File: src/rtl/wildcard_lane_selector.sv
`default_nettype none
// ============================================================================
// Module      : wildcard_lane_selector
// Description : Picks one LANE_W-bit lane out of a wide bus. The lane comes
//               from a programmable table of wildcard rules (value/care mask)
//               checked in priority order, with rule 0 highest. The selector
//               is taken from an external valid/ready stream or from an
//               internal auto-incrementing counter. The result is registered
//               behind an output valid/ready handshake, and selectors that hit
//               no rule are counted in a saturating miss counter.
// Revision    : 1.0 - initial release
// ============================================================================
module wildcard_lane_selector #(
  parameter int LANE_W       = 8,
  parameter int NUM_LANES    = 16,
  parameter int SEL_W        = 4,
  parameter int NUM_RULES    = 4,
  parameter int DEFAULT_LANE = 15,
  localparam int LIDX_W      = (NUM_LANES > 1) ? $clog2(NUM_LANES) : 1,
  localparam int RIDX_W      = (NUM_RULES > 1) ? $clog2(NUM_RULES) : 1
) (
  input  logic                          clk,
  input  logic                          rst,
  input  logic [LANE_W*NUM_LANES-1:0]   wide_input_bus,
  input  logic                          mode,
  input  logic                          in_valid,
  output logic                          in_ready,
  input  logic [SEL_W-1:0]              selector,
  input  logic                          cfg_we,
  input  logic [RIDX_W-1:0]             cfg_idx,
  input  logic                          cfg_en,
  input  logic [SEL_W-1:0]              cfg_value,
  input  logic [SEL_W-1:0]              cfg_care,
  input  logic [LIDX_W-1:0]             cfg_lane,
  output logic                          out_valid,
  input  logic                          out_ready,
  output logic [LANE_W-1:0]             selected_out,
  output logic                          out_hit,
  output logic [RIDX_W-1:0]             out_rule,
  output logic [SEL_W-1:0]              out_sel,
  output logic [15:0]                   miss_cnt
);

  // Per-rule match flags and lane fields gathered from the rule slices.
  logic [NUM_RULES-1:0]             match;
  logic [NUM_RULES-1:0][LIDX_W-1:0] rule_lane;

  logic [SEL_W-1:0]  auto_cnt;
  logic [SEL_W-1:0]  cur_sel;
  logic              accept;

  logic              win_hit;
  logic [RIDX_W-1:0] win_rule;
  logic [LIDX_W-1:0] win_lane;
  logic [LIDX_W-1:0] eff_lane;
  logic [LANE_W-1:0] lane_data;

  // Selector source: the internal counter in auto mode, the external port otherwise.
  assign cur_sel  = mode ? auto_cnt : selector;

  // A new selector may enter whenever the output slot is empty or being drained.
  assign in_ready = !out_valid || out_ready;
  assign accept   = in_ready && (mode || in_valid);

  // One storage slice per rule. Each slice only responds to its own index,
  // so a write to one rule can never disturb another. The match is computed
  // from the registered table, which means a write in the same cycle as an
  // accept is not seen by that accept.
  generate
    for (genvar r = 0; r < NUM_RULES; r++) begin : g_rule
      logic              en_q;
      logic [SEL_W-1:0]  value_q;
      logic [SEL_W-1:0]  care_q;
      logic [LIDX_W-1:0] lane_q;

      // Rule storage: loaded by a config strobe addressed to this index.
      always_ff @(posedge clk or posedge rst) begin
        if (rst) begin
          en_q    <= 1'b0;
          value_q <= '0;
          care_q  <= '0;
          lane_q  <= '0;
        end else if (cfg_we && (cfg_idx == RIDX_W'(r))) begin
          en_q    <= cfg_en;
          value_q <= cfg_value;
          care_q  <= cfg_care;
          lane_q  <= cfg_lane;
        end
      end

      // Care bits set to 0 act as "don't care" wildcards.
      assign match[r]     = en_q && (((cur_sel ^ value_q) & care_q) == '0);
      assign rule_lane[r] = lane_q;
    end
  endgenerate

  // Priority resolve: scan from the lowest priority upwards so the
  // lowest-indexed matching rule is the last one written and wins.
  always_comb begin
    win_hit  = 1'b0;
    win_rule = '0;
    win_lane = '0;
    for (int r = NUM_RULES - 1; r >= 0; r--) begin
      if (match[r]) begin
        win_hit  = 1'b1;
        win_rule = RIDX_W'(r);
        win_lane = rule_lane[r];
      end
    end
  end

  // Lane choice: a miss or an out-of-range lane index falls back to the
  // default lane. An out-of-range index still counts as a hit.
  always_comb begin
    eff_lane = LIDX_W'(DEFAULT_LANE);
    if (win_hit && (32'(win_lane) < NUM_LANES)) begin
      eff_lane = win_lane;
    end
  end

  // Lane multiplexer over the wide bus.
  always_comb begin
    lane_data = '0;
    for (int k = 0; k < NUM_LANES; k++) begin
      if (eff_lane == LIDX_W'(k)) begin
        lane_data = wide_input_bus[k*LANE_W +: LANE_W];
      end
    end
  end

  // Output slot: capture on accept, hold under backpressure, empty on drain.
  always_ff @(posedge clk or posedge rst) begin
    if (rst) begin
      out_valid    <= 1'b0;
      selected_out <= '0;
      out_hit      <= 1'b0;
      out_rule     <= '0;
      out_sel      <= '0;
    end else if (accept) begin
      out_valid    <= 1'b1;
      selected_out <= lane_data;
      out_hit      <= win_hit;
      out_rule     <= win_rule;
      out_sel      <= cur_sel;
    end else if (out_ready) begin
      out_valid    <= 1'b0;
    end
  end

  // Auto selector counter: advances only on accepts made in auto mode, wraps naturally.
  always_ff @(posedge clk or posedge rst) begin
    if (rst) begin
      auto_cnt <= '0;
    end else if (accept && mode) begin
      auto_cnt <= auto_cnt + 1'b1;
    end
  end

  // Miss statistics: count accepted selectors that hit no rule, saturating at all ones.
  always_ff @(posedge clk or posedge rst) begin
    if (rst) begin
      miss_cnt <= '0;
    end else if (accept && !win_hit && (miss_cnt != 16'hFFFF)) begin
      miss_cnt <= miss_cnt + 16'd1;
    end
  end

endmodule
`default_nettype wire

File: config.mk
export PLATFORM = sky130hd
export DESIGN_NAME = wildcard_lane_selector
export DESIGN_NICKNAME = d
export VERILOG_FILES = /design/src/rtl/wildcard_lane_selector.sv
export SDC_FILE = /design/constraint.sdc
export NUM_CORES = 1
export LEC_CHECK = 0
export ABC_AREA = 1
export BUFFER_PORTS_ARGS = -buffer_cell sky130_fd_sc_hd__buf_2
export CAP_MARGIN = 10
export CELL_PAD_IN_SITES_DETAIL_PLACEMENT = 1
export CELL_PAD_IN_SITES_GLOBAL_PLACEMENT = 2
export CORE_AREA = 8 8 148 150
export CTS_BUF_LIST = sky130_fd_sc_hd__clkbuf_8
export DETAILED_ROUTE_END_ITERATION = 10
export DIE_AREA = 0 0 156 158
export GPL_ROUTABILITY_DRIVEN = 0
export GPL_TIMING_DRIVEN = 0
export PLACE_DENSITY_LB_ADDON = 0.1
export SETUP_SLACK_MARGIN = 0.3
export SKIP_CTS_REPAIR_TIMING = 1
export SLEW_MARGIN = 20
export SYNTH_ARGS = -nofsm -noshare
export SYNTH_HDL_FRONTEND = slang
export SYNTH_SLANG_ARGS = --single-unit
File: constraint.sdc
create_clock -name clk -period 3.2 [get_ports clk]
set_input_delay 0.32 -clock clk [delete_from_list [all_inputs] [get_ports clk]]
set_output_delay 0.32 -clock clk [all_outputs]
set_load 0.01 [all_outputs]
# == Yosys cells after proc, flatten, opt, wreduce, memory -nomap -nowiden ==
# Index checks and enable logic that the tools add are counted.
# classes
n_addsub,2
multipliers,0
div_mod_pow,0
order_cmp,0
n_eq_ne,19
shift,0
mux,32
bitwise,8
reduce_logical,23
# op_table
operator,n
$mux W8,16
$eq A4 B4 Y1 const B,8
$mux W4,6
$logic_not A4 Y1,5
$add A16 B1 Y16 const B,1
$and A4 B4 Y4,4
$eq A4 B3 Y1 const B,4
$ne A16 B16 Y1 const B,1
$xor A4 B4 Y4,4
$logic_and A1 B1 Y1,12
$eq A4 B2 Y1 const B,2
$mux W2,4
$mux W1,6
$add A4 B1 Y4 const B,1
$eq A2 B2 Y1 const B,2
$eq A4 B1 Y1 const B,1
$eq A2 B1 Y1 const B,1
$logic_not A1 Y1,2
$logic_not A2 Y1,1
$logic_or A1 B1 Y1,2
$reduce_bool A2 Y1,1
# totals
regBits,88
latchBits,0
ramBits,0
mem_bits_ro,0
input_bits,153
n_memories,0

# == Depth between registers and ports, before layout ==
# Gate-level depths: netlist (run 1).
# logic_depth
ltp_word,27
ltp_mapped,29
depth_no_buf,27

# == Least setup slack after synthesis (run 1) ==
# No wires, ideal clock.
# synth_path
path_kind,in2reg
start,input port mode
end,register selected_out[3]
setup_time_ps,117
arrival_time_ps,2353
path_slack_ps,729
cell_stages,27
n_path_buf,3
cell_sequence,buf_6 > inv_6 > nand2_2 > nand2_2 > inv_2 > nand2_1 > nand3_1 > nand2_1 > inv_2 > nand2_4 > nand2_1 > nor2_2 > nor2_2 > nand2_4 > nor2_2 > buf_6 > buf_6 > nand3_1 > nand3_1 > nor2_1 > nand4_1 > nor2_1 > nand4_1 > nor2_1 > nand4_1 > nor2_1 > nor2_1
# synth_between
elab_chain_cells,27
elab_cells_between_ends,60
cone_classes,eq/ne (15); mux (26); bitwise (8); reduce/logical (11)
# synth_lines
element,line_no,source
"start, declared",25,"input logic mode,"
$mux W4,59,assign cur_sel = mode ? auto_cnt : selector;
$xor A4 B4 Y4,92,assign match[r] = en_q && (((cur_sel ^ value_q) & care_q) == '0);
$and A4 B4 Y4,92,
$logic_not A4 Y1,92,
$logic_and A1 B1 Y1,92,
$mux W4 or $mux W1 (tied branches) (4 in series),104,if (match[r]) begin
$mux W4,116,if (win_hit && (32'(win_lane) < NUM_LANES)) begin
$logic_not A4 Y1,125,if (eff_lane == LIDX_W'(k)) begin
$mux W8 (16 in series),125,
"end signal, assigned",141,selected_out <= lane_data;
"end, declared",37,"output logic [LANE_W-1:0] selected_out,"
# Several ways; a longest one is shown, not always the timed one.
# A chain may end at the register's enable or synchronous reset.

# == Worst setup path in the final report (run 1) ==
# layout_path
start,register auto_cnt[3]
end,register selected_out[6]
# layout_between
elab_chain_cells,27
elab_cells_between_ends,58
cone_classes,eq/ne (15); mux (26); bitwise (8); reduce/logical (9)
# layout_lines
element,line_no,source
"start, declared",48,logic [SEL_W-1:0] auto_cnt;
"start signal, assigned",155,auto_cnt <= auto_cnt + 1'b1;
$mux W4 (*),59,
$xor A4 B4 Y4,92,
$and A4 B4 Y4,92,
$logic_not A4 Y1,92,
$logic_and A1 B1 Y1,92,
$mux W4 or $mux W1 (tied branches) (4 in series),104,
$mux W4 (*),116,
$logic_not A4 Y1,125,
$mux W8 (15 in series),125,
$mux W8 (*),125,
# Every way passes the cells marked *; elsewhere a longest branch is shown, timed or not.

==> results.md, run 1 <==
Timing:
- The final-report setup violation count is 0.
- Derived from the worst setup path, the maximum achievable clock frequency is between 300 and 400 MHz.
- The routed design could run at a clock period as short as between 3 and 4 ns.
- The final-report max-slew violation count came to 0.
- The worst-margin pin slew is around 0.65 ns.
- The post-route fraction of the period consumed by the critical path is 0.955.
- Setup repair after global routing could not meet its margin everywhere.
- Headroom to the max-slew limit came out at 0.565.
- The maximum clock skew at final layout is approximately 0.016 ns.
- The number of failing hold endpoints at the final stage is 0.
- The final worst setup slack is roughly 0.14 ns.
- The worst slack on hold paths is 0.247 ns.

Synth:
- The simple-gate share of the synthesized area is 0.395.
- The post-synth design cell area is about 5400 µm².
- During synthesis, Yosys emitted a total of 0 warnings.
- For this run, the register share of the synthesized area comes to 0.408.
- After synthesis, the share of cell area in mux cells is 0.00208.
- The share of the synthesized area in compound gates (AO/OA/AOI/OAI) is 0.0806.
- After synthesis, the largest family of logic cells by area is simple AND/OR/NAND/NOR gates.
- The synthesized-area fraction occupied by xor and xnor cells is 0.0292.
- The net count of the mapped netlist is approximately 910.
- The number of synthesized register bits is between 80 and 90.
- A synthesized cell averages 7.17 µm².
- The post-synthesis instance total is about 750.
- The netlist uses 37 different library cells.
- The share of synthesized cell area in full adder, half adder and majority cells is 0.00463.

Global route:
- Across every metal layer, demand over resource in global routing totals 0.170.
- The total overflow left after global routing is 0.
- The number of global-route vias before repair is 6060.
- The number of antenna violations at the first check in global routing is 0.
- The first global-routing pass estimated roughly 33 mm of wire.
- Entering global routing, the biggest net connects 73 pins.

Clock tree:
- After clock tree synthesis, the clock-pin slew on the worst setup and hold paths is about 0.11 ns.
- Clock tree synthesis found a total of 88 sinks.
- The source-to-sink clock delay at the later pin of the worst-skew pair is around 0.38 ns.
- The number of buffers created by CTS is 9.
- The TritonCTS clock tree is yes.
- The maximum buffer depth of the clock tree is 2.
- The cell at the root of the clock tree is clkbuf_8.
- The clock tree synthesis step divided the H-tree into 3 levels.

Detailed routing:
- The detailed router placed roughly 5800 vias in this run.
- The first detailed-routing pass ran for 4 iterations.
- Dividing the detail-routed via count by the number of cells gives ~4.6.
- Once detail routing completed, the nets flagged for antenna violations numbered 0.
- The detail-routed net length per standard cell is 17.1 µm.
- The number of design-rule violations left by the first detailed-router iteration is between 200 and 250.
- The sum of routed wire length over all layers is ~22 mm.
- For this run, design rule violations remaining after detail routing come to 0.

Floorplanning:
- The area of the die is ~25000 µm².
- The die is roughly 160 µm wide.
- The area inside the core boundary is 19700 µm².
- The height of the die is 158 µm.
- In this run the count of I/O pins placed on the die edge is 186.
- The initial utilization of the core area, before any placement, comes to 0.274.
- After floorplanning, the core was divided into 52 placement rows.

Power and ir drop:
- The sum of internal, switching and leakage power is ~5.5 mW.
- For this design the ratio of total power to cell area is between 700 and 800 nW/µm².
- The analysis attributes to cell leakage a power of 3.94 nW.
- VDD sags by at most ~0.00025 V.

Worst setup path:
- The worst setup path category is reg2reg.
- Data on the critical path arrives at its endpoint at approximately 3.3 ns.
- The largest driver fanout on the critical path is 6.
- The worst setup path is launched from a flop.
- The kind of capture point of the worst setup path is a flop.
- The data required time at the worst endpoint is 3.48 ns.

Status:
- The run finished with clean final reports.

Placement:
- During placement, the flow inserted port buffers numbering ~180.
- Counting tap cells, the placed design contains a total of about 1200 instances.
- The minimum setup slack after placement is -0.209 ns.
- Detailed placement finished with a half-perimeter wire length of 17.1 mm.

Final layout:
- In the final layout, the share of cells above drive strength 1 is 0.401.
- Leaving out fill and tap cells, the most frequent cell in the layout is nand2_1.
- The repair_antennas step left the layout with diodes totalling 0.
- Leaving out fill and tap cells, the most frequent cells in the layout are nand2_1 (201), buf_2 (185), dfrtp_1 (88).
- The synthesis-to-finish area growth is 42.9%.
- The number of nets in the finished design is about 1100.
- The filler-free cell count of the finished design is 1267.

Worst hold path:
- The path type of the worst min-delay path is in2reg.

Run:
- The reported max-cap violation count is 0.
==> sequential cells by signal, summed over array words and instances (netlist names) <==
register	cells
g_rule.en_q	4
miss_cnt	16
g_rule.value_q	16
auto_cnt	4
out_hit	1
out_valid	1
selected_out	8
g_rule.care_q	16
out_sel	4
g_rule.lane_q	16
out_rule	2
==> layer usage <==
layer | part of all wire | vias to the layer above | wire (µm) | track usage
li1 | - | 2891 | - | -
met1 | 0.45 | 2805 | 9660 | 0.218
met2 | 0.49 | 128 | 10700 | 0.288
met3 | 0.052 | 16 | 1140 | 0.0341
met4 | 0.0099 | 0 | 215 | 0.0402
met5 | 0 | - | 0 | 0
==> per-stage QoR <==
step / TNS (ns) / area (µm²) / util
floorplan: 0 / 5400 / -
global placement: -57.70 / 6660 / 0.338
detailed placement: -0.493 / 6690 / 0.339
CTS: -0.375 / 6910 / 0.350
global route: -0.640 / 7720 / 0.392
finish: 0 / 7720 / 0.392
==> cells in the mapped netlist, drive strengths merged <==
cell type	instances	area, µm²
xnor2	4	35.0
nand2	246	1020
or2	5	31.3
nor2	82	395
nor4	2	12.5
inv	92	350
nand3b	10	75.1
mux2	1	11.3
nand4	23	144
and3	1	6.26
ha	2	25.0
o31ai	1	7.51
buf	5	46.3
or3b	1	8.76
a31oi	6	37.5
nor3	6	46.3
o211ai	2	15.0
nor3b	1	7.51
dfrtp	88	2200
nand3	72	365
xor2	14	123
clkbuf	11	41.3
a21oi	18	90.1
and2	3	18.8
o21ai	57	285
==> power by group <==
group          internal (mW)  switching, mW  total [mW]
combinational           1.26           1.88        3.14
sequential              1.37          0.206        1.57
clock                  0.395          0.441       0.835
==> path summary, 6_finish.rpt <==
kind / from / endpoint / slack, ns / cells past startpoint
setup / recovery: auto_cnt[3]$_DFFE_PP0P_ / selected_out[6]$_DFFE_PP0P_ / 0.14 / 22
min in group asynchronous: rst / miss_cnt[11]$_DFFE_PP0P_ / 0.41 / 3
hold / removal: wide_input_bus[125] / selected_out[5]$_DFFE_PP0P_ / 0.25 / 5
max in group asynchronous: rst / g_rule[1].care_q[0]$_DFFE_PP0P_ / 2.16 / 4
hold reg to reg: g_rule[1].lane_q[2]$_DFFE_PP0P_ / g_rule[1].lane_q[2]$_DFFE_PP0P_ / 0.49 / 2
setup reg to reg: auto_cnt[3]$_DFFE_PP0P_ / selected_out[6]$_DFFE_PP0P_ / 0.14 / 22
==> critical path, stage by stage, from the launching register on <==
cell and delay, ns:
dfrtp_1 0.44, nand2_4 0.14, nand3_2 0.09, nand3_2 0.08, nand2_2 0.07, nor2_4 0.23
nand2_4 0.14, nand2_4 0.13, nor2_4 0.05, nor2_2 0.12, nand2_4 0.08, buf_4 0.16
nand2_8 0.10, clkinvlp_4 0.13, buf_6 0.15, a31oi_1 0.13, nand4_1 0.12, nand2_1 0.09
nand4_1 0.12, nor2_2 0.16, nand4_1 0.11, nand2_1 0.08, nand2_1 0.04
==> cells by family after synthesis <==
family          count (synthesis)
compound gates                 84
xor+xnor                       18
fa+ha+maj                       2
buf+inv                       108
flops                          88
mux                             1
simple gates                  452
==> cell type report <==
| class | count | area, µm² |
|---|---|---|
| fillers | 2492 | 12000 |
| well taps | 270 | 338 |
| flip-flops and latches | 88 | 2200 |
| inverters | 92 | 364 |
| clock buffers | 10 | 138 |
| repair buffers | 228 | 1290 |
| plain buffers | 16 | 95.1 |
| clock inverters | 6 | 75.1 |
| multi-input cells | 557 | 3220 |
(Power assumes the default switching activity.)
==> inputs of run 2 (changes only) <==
CORE_AREA = 8 8 144 146   (was 8 8 148 150)
DIE_AREA = 0 0 152 154   (was 0 0 156 158)
clock period = 3.66 ns   (was 3.2 ns; I/O delays follow)
==> run 2 against run 1 <==
Net effect:
- clock skew rose by 0.0071 ns
- register-to-register slack better by 0.48 ns
- sequential cell count is the same
- sequential share of layout area grew 3.1 points
- first-iteration DRC count rose by 5.6%
- clock-buffer cell count shrank 1
- wire length is 3.2% lower
- clock power decreased by 20%
- critical path type unchanged
- highest routed layer unchanged
==> results.md, run 2 (synthesis results as in run 1) <==
Status:
- The run finished with clean final reports.

Timing:
- The highest attainable clock frequency is 330 MHz (+0.80%).
- The final-report max-slew violation count is 0 (unchanged).
- The maximum clock skew at final layout is 0.0231 ns (+0.00708 ns).
- The worst slack on hold paths was 0.262 ns (+0.0149 ns).
- The worst-margin pin slew is 0.616 ns (-0.0360 ns).
- The number of failing hold endpoints at the final stage is 0 (unchanged).
- The worst slew margin relative to its limit is 0.587 (+0.0217).
- The post-route fraction of the period consumed by the critical path is 0.829 (-0.127).
- Setup repair after global routing left no endpoint under its margin.
- The final period demand of the worst path was 3.03 ns (-0.0241 ns).
- The final-report setup violation count came to 0 (unchanged).

Floorplanning:
- The number of top-level pins is 186 (unchanged).
- The standard-cell row count is 50 (-3.8%).
- The area of the die is 23400 µm² (-5.0%).
- The initial standard-cell utilization of the core is 0.293 (+0.0187).
- The area inside the core boundary was 18500 µm² (-6.4%).
- The height of the die is 154 µm (-2.5%).
- The die width is 152 µm (-2.6%).

Worst setup path:
- The highest cell delay on the worst timing path is 0.42 ns (-0.02 ns).
- The slowest cell on the critical path is dfrtp_1.
- The arrival time at the worst endpoint is 3.33 ns (about the same).
- The data required time at the worst endpoint is 3.95 ns (+0.47 ns).
- Among the stages of the critical path, the cell type that occurs most often is nand2_1.
- The dominant delay contributor by cell family on the critical path is simple AND/OR/NAND/NOR gates.
- STA classifies the critical path endpoint as a flop.
- The worst setup path category is reg2reg.
- The launching element type of the critical path is a flop.
- The largest driver fanout on the critical path is 10 (+4).
- The count of buffering cells on the critical path with inverters included was 2 (-1).

Clock tree:
- The number of buffers created by CTS came to 9 (unchanged).
- The deepest level of the CTS H-tree is 3 (unchanged).
- Clock tree synthesis selected as its root buffer the cell clkbuf_8.
- The clock sink count came to 88 (unchanged).
- The TritonCTS clock tree is yes.
- The source-to-sink clock delay at the later pin of the worst-skew pair is 0.39 ns (about the same).
- The maximum buffer depth of the clock tree is 2 (unchanged).
- The clock edge transition at the registers on the reported setup and hold paths was 0.11 ns (about the same).

Final layout:
- The fraction of layout cells with a size suffix above 1 was 0.292 (-0.110).
- In the layout the commonest cells are nand2_1 (223), buf_2 (185), dfrtp_1 (88).
- The number of filler instances in the final layout was 2363 (-5.2%).
- The synthesis-to-finish area growth is 28.8%.
- Leaving out fill and tap cells, the most frequent cell in the layout is nand2_1.
- The post-route cell area is 6960 µm² (-9.9%).
- The final core utilization is 0.377 (-0.0145).
- The number of antenna cells inserted is 0 (unchanged).
- The number of nets in the finished design is 1110 (-3.2%).

Detailed routing:
- The number of antenna-violating nets in the routed design is 0 (unchanged).
- The via total after detailed routing is 5726 (-2.0%).
- The number of DRC violations after detailed routing is 0 (unchanged).
- The sum of routed wire length over all layers is 21.0 mm (-3.2%).
- The number of detailed-routing iterations run before antenna repair came to 4 (unchanged).
- The detail-routed net length per standard cell was 17.6 µm (+2.7%).
- The number of design-rule violations left by the first detailed-router iteration is 225 (+5.6%).
- The detailed-route vias per instance is 4.80 (+4.0%).

Global route:
- The first-pass GRT wire length is 33.5 mm (+1.8%).
- The global-route usage over all layers is 0.178 (+0.00815).
- The pin count of the biggest net entering global routing is 69 (-5.5%).
- The number of antenna violations at the first check in global routing was 0 (unchanged).
- The number of global-route vias before repair is 6013 (-0.78%).
- The final global-route overflow total is 0 (unchanged).

Placement:
- The detailed placement HPWL is 17.1 mm (-0.43%).
- The count of buffers inserted at the top-level ports is 184 (unchanged).
- The post-detailed-placement cell area came to 6650 µm² (-0.67%).

Run:
- The reported max-cap violation count is 0 (unchanged).

Power and ir drop:
- The sum of internal, switching and leakage power came to 4.28 mW (-23%).
- The peak supply drop was 0.000154 V (-39%).
- The static leakage power is 3.64 nW (-7.7%).
- The power density normalized to cell area came to 615 nW/µm² (-14%).

Worst hold path:
- In this run the worst hold path is classified as in2reg.
run 2: path summary, 6_finish.rpt:
| check | from | endpoint | slack [ns] | cells past startpoint |
|---|---|---|---|---|
| worst max-delay path | auto_cnt[2]$_DFFE_PP0P_ | selected_out[1]$_DFFE_PP0P_ | 0.63 | 25 |
| worst min-delay path | wide_input_bus[125] | selected_out[5]$_DFFE_PP0P_ | 0.26 | 5 |
| worst max register to register | auto_cnt[2]$_DFFE_PP0P_ | selected_out[1]$_DFFE_PP0P_ | 0.63 | 25 |
| worst min register to register | selected_out[5]$_DFFE_PP0P_ | selected_out[5]$_DFFE_PP0P_ | 0.49 | 2 |
| max in group asynchronous | rst | g_rule[3].value_q[3]$_DFFE_PP0P_ | 2.58 | 4 |
| min in group asynchronous | rst | miss_cnt[9]$_DFFE_PP0P_ | 0.46 | 3 |
run 2: per-layer routing:
metal | track usage | vias up | wire length, µm
met4 | 0.0481 | 0 | 357
met5 | 0 | - | 0
met1 | 0.225 | 2724 | 9730
li1 | - | 2820 | -
met2 | 0.297 | 156 | 9780
met3 | 0.0460 | 26 | 1100
run 2: power breakdown:
part	internal, mW	switching (mW)
logic	0.799	1.45
registers	1.19	0.165
clock network	0.258	0.410
total	2.25	2.03
run 2: worst min-delay path, stage by stage:
cell and delay, ns:
buf_2 0.08, nand2_1 0.04, nand2_1 0.05, nand2_1 0.04, nand2_1 0.05
run 2: stage by stage:
| stage | TNS [ns] | instances | setup WS [ns] |
|---|---|---|---|
| global placement | -12.58 | 1171 | -0.152 |
| global route | 0 | 1194 | 0.305 |
| detailed placement | 0 | 1172 | 0.330 |
| floorplan | 0 | 753 | 1.02 |
| CTS | 0 | 1188 | 0.429 |
| finish | 0 | 1194 | 0.627 |
run 2: cell type report:
class	instances	area (µm²)	area share
Inverter	92	355	0.0511
Buffer	16	87.6	0.0126
Multi-Input combinational cell	557	2820	0.406
Timing Repair Buffer	191	1010	0.145
Sequential cell	88	2200	0.316
Clock inverter	7	65.1	0.00935
Clock buffer	9	124	0.0178
Tap cell	234	293	0.0421
==> inputs of run 3 (changes only) <==
CORE_AREA = 8 8 156 158   (was 8 8 144 146)
DIE_AREA = 0 0 164 166   (was 0 0 152 154)
clock period = 2.6 ns   (was 3.66 ns; I/O delays follow)
==> run 3 against run 2 <==
Net effect:
- the flow now finishes with violations (negative setup slack)
- power increased by 55%
- combinational power increased by 68%
- hold slack got worse by 0.077 ns
- sequential cell count unchanged
- die area increased by 16%
- cell count increased by 6.9%
==> results.md, run 3 (synthesis results as in run 1) <==
Power and ir drop:
- The cell-internal power was 3.55 mW (+58%).
- The static leakage power is 3.89 nW (+7.0%).
- The combinational power share is 0.569 (+0.043).
- The sequential fraction of design power is 0.292 (-0.025).
- The peak supply drop is 0.000251 V (+63%).
- The switching fraction of total power was 0.464 (-0.00981).
- The clock group share of total power is 0.139 (-0.017).
- The power density normalized to cell area came to 862 nW/µm² (+40%).
- The switching power is 3.08 mW (+51%).

Clock tree:
- The deepest level of the CTS H-tree is 3 (unchanged).
- The clock sink count came to 88 (unchanged).
- The cell at the root of the clock tree is clkbuf_8.
- The clock edge transition at the registers on the reported setup and hold paths is 0.10 ns (about the same).
- The source-to-sink clock delay at the later pin of the worst-skew pair was 0.38 ns (about the same).
- The number of buffers created by CTS is 9 (unchanged).
- The maximum buffer depth of the clock tree came to 2 (unchanged).
- The TritonCTS clock tree is yes.

Worst setup path:
- The largest driver fanout on the critical path is 7 (-3).
- The worst setup path is launched from a flop.
- The data required time at the worst endpoint was 2.88 ns (-1.07 ns).
- The worst setup path is captured at a flop.
- By startpoint and endpoint, the worst setup path is classified as reg2reg.
- The arrival time at the worst endpoint came to 3.29 ns (-0.04 ns).

Timing:
- The final-report setup violation count was 8 (+8).
- The number of failing hold endpoints at the final stage is 0 (unchanged).
- The post-route fraction of the period consumed by the critical path was 1.16 (+0.329).
- The final worst setup slack was -0.411 ns (-1.04 ns).
- The worst slew margin relative to its limit is 0.563 (-0.0240).
- The final period demand of the worst path is 3.01 ns (-0.0220 ns).
- The maximum clock skew at final layout is 0.0179 ns (-0.00522 ns).
- The final-report max-slew violation count was 0 (unchanged).
- The highest attainable clock frequency is 332 MHz (+0.73%).
- The worst-margin pin slew was 0.655 ns (+0.0394 ns).
- Setup repair after global routing could not meet its margin everywhere.

Detailed routing:
- The number of antenna-violating nets in the routed design is 0 (unchanged).
- The via total after detailed routing came to 5772 (+0.80%).
- The number of DRC violations after detailed routing is 0 (unchanged).
- The number of detailed-routing iterations run before antenna repair came to 4 (unchanged).
- The detailed-route vias per instance was 4.52 (-5.7%).
- The sum of routed wire length over all layers is 22.0 mm (+4.7%).
- The number of design-rule violations left by the first detailed-router iteration is 307 (+36%).
- The detail-routed net length per standard cell is 17.2 µm (-2.0%).

Run:
- The reported max-cap violation count was 0 (unchanged).

Final layout:
- The most common cell after layout, fill and taps aside is nand2_1.
- The fraction of layout cells with a size suffix above 1 came to 0.378 (+0.0861).
- The synthesis-to-finish area growth is 42.2%.
- The number of nets in the finished design was 1141 (+2.8%).
- The final core utilization is 0.348 (-0.0293).
- The number of filler instances in the final layout is 2771 (+17%).
- The total area of multi-input combinational cells is 3190 µm² (+13%).
- The library cells used most frequently in the layout, excluding fill and tap cells, are nand2_1 (209), buf_2 (185), dfrtp_1 (87).
- The sequential cell area in the final layout is 2200 µm² (about the same).

Worst hold path:
- The path type of the worst min-delay path is in2reg.

Floorplanning:
- The area inside the core boundary is 22100 µm² (+20%).
- The area of the die came to 27200 µm² (+16%).
- The initial standard-cell utilization of the core is 0.245 (-0.0482).
- The height of the die came to 166 µm (+7.8%).
- The die width is 164 µm (+7.9%).
- The number of top-level pins is 186 (unchanged).
- The standard-cell row count was 55 (+10%).

Placement:
- The count of buffers inserted at the top-level ports came to 184 (unchanged).
- The detailed placement HPWL is 17.5 mm (+2.7%).
- The minimum setup slack after placement is -0.728 ns (-1.06 ns).

Global route:
- The final global-route overflow total is 0 (unchanged).
- The first-pass GRT wire length is 33.9 mm (+1.4%).
- The global-route usage over all layers was 0.159 (-0.0195).
- The number of global-route vias before repair is 5907 (-1.8%).
- The number of antenna violations at the first check in global routing is 0 (unchanged).
- The pin count of the biggest net entering global routing is 28 (-59%).

Status:
- The run finished, with violations left.
- The final reports fail on negative setup slack.
[run 3: cell count changes in the layout (fill, tap and decap cells not counted), sizes merged]
cell | previous run | this run
buf | 195 | 225
clkinvlp | 3 | 4
nor2 | 82 | 83
clkbuf | 20 | 21
diode | 0 | 1
inv | 94 | 91
[run 3: metrics by stage]
| stage | cell area, µm² | hold slack (ns) | total power, mW | setup TNS, ns | instances |
|---|---|---|---|---|---|
| floorplan | 5460 | 0.442 | 3.97 | 0 | 753 |
| global route | 7680 | 0.170 | 7.21 | -5.22 | 1275 |
| finish | 7680 | 0.185 | 6.62 | -2.84 | 1276 |
| CTS | 6990 | -0.107 | 6.02 | -7.41 | 1240 |
| global placement | 6740 | 0.458 | 5.03 | -6.79 | 1222 |
| detailed placement | 6810 | 0.331 | 5.07 | -6.67 | 1225 |
[run 3: power groups by stage]
stage	Combinational, mW	Sequential [mW]	Clock [mW]
floorplan	2.01	1.96	0
global placement	3.08	1.94	0
detailed placement	3.11	1.95	0
CTS	3.13	1.93	0.972
global route	4.21	1.98	1.01
finish	3.77	1.94	0.919
[run 3: final timing paths]
path / from / end / slack [ns] / cells past startpoint
max: auto_cnt[1]$_DFFE_PP0P_ / selected_out[2]$_DFFE_PP0P_ / -0.41 / 25
min: cfg_value[2] / g_rule[2].value_q[2]$_DFFE_PP0P_ / 0.18 / 3
max reg2reg: auto_cnt[1]$_DFFE_PP0P_ / selected_out[2]$_DFFE_PP0P_ / -0.41 / 25
min reg2reg: selected_out[1]$_DFFE_PP0P_ / selected_out[1]$_DFFE_PP0P_ / 0.48 / 2
max in group asynchronous: rst / auto_cnt[3]$_DFFE_PP0P_ / 1.63 / 4
min in group asynchronous: rst / g_rule[1].care_q[1]$_DFFE_PP0P_ / 0.46 / 3
[run 3: layout make-up]
cell class,instances,area share
clock inverters,5,0.00538
repair buffers,221,0.166
flip-flops and latches,88,0.287
multi-input cells,558,0.416
inverters,92,0.0472
well taps,285,0.0464
diodes,1,0.000326
clock buffers,10,0.0179
plain buffers,16,0.0135
[run 3: critical path: stages (launching register included)]
cell and delay, ns:
dfrtp_1 0.43, nand2_4 0.14, nand2_4 0.08, nand2_1 0.08
nand3_2 0.09, nand3_4 0.10, inv_2 0.05, nand2_4 0.11
nand2_2 0.08, nor2_4 0.16, nor2_1 0.07, nand2_2 0.12
nor2_4 0.06, buf_6 0.12, buf_6 0.12, and2_4 0.16
nand2_2 0.05, nand3_2 0.07, nor2_2 0.10, nand4_1 0.11
nand2_1 0.11, nand4_1 0.10, nand2_1 0.13, nand4_1 0.10
nand2_1 0.08, nand2_1 0.05
[run 3: per-layer routing]
layer  up-vias  global-route usage  share of wire
li1       2887                   -              -
met4         0              0.0308         0.0072
met3         9              0.0327          0.055
met5         -                   0              0
met2       129               0.251           0.46
met1      2747               0.219           0.47
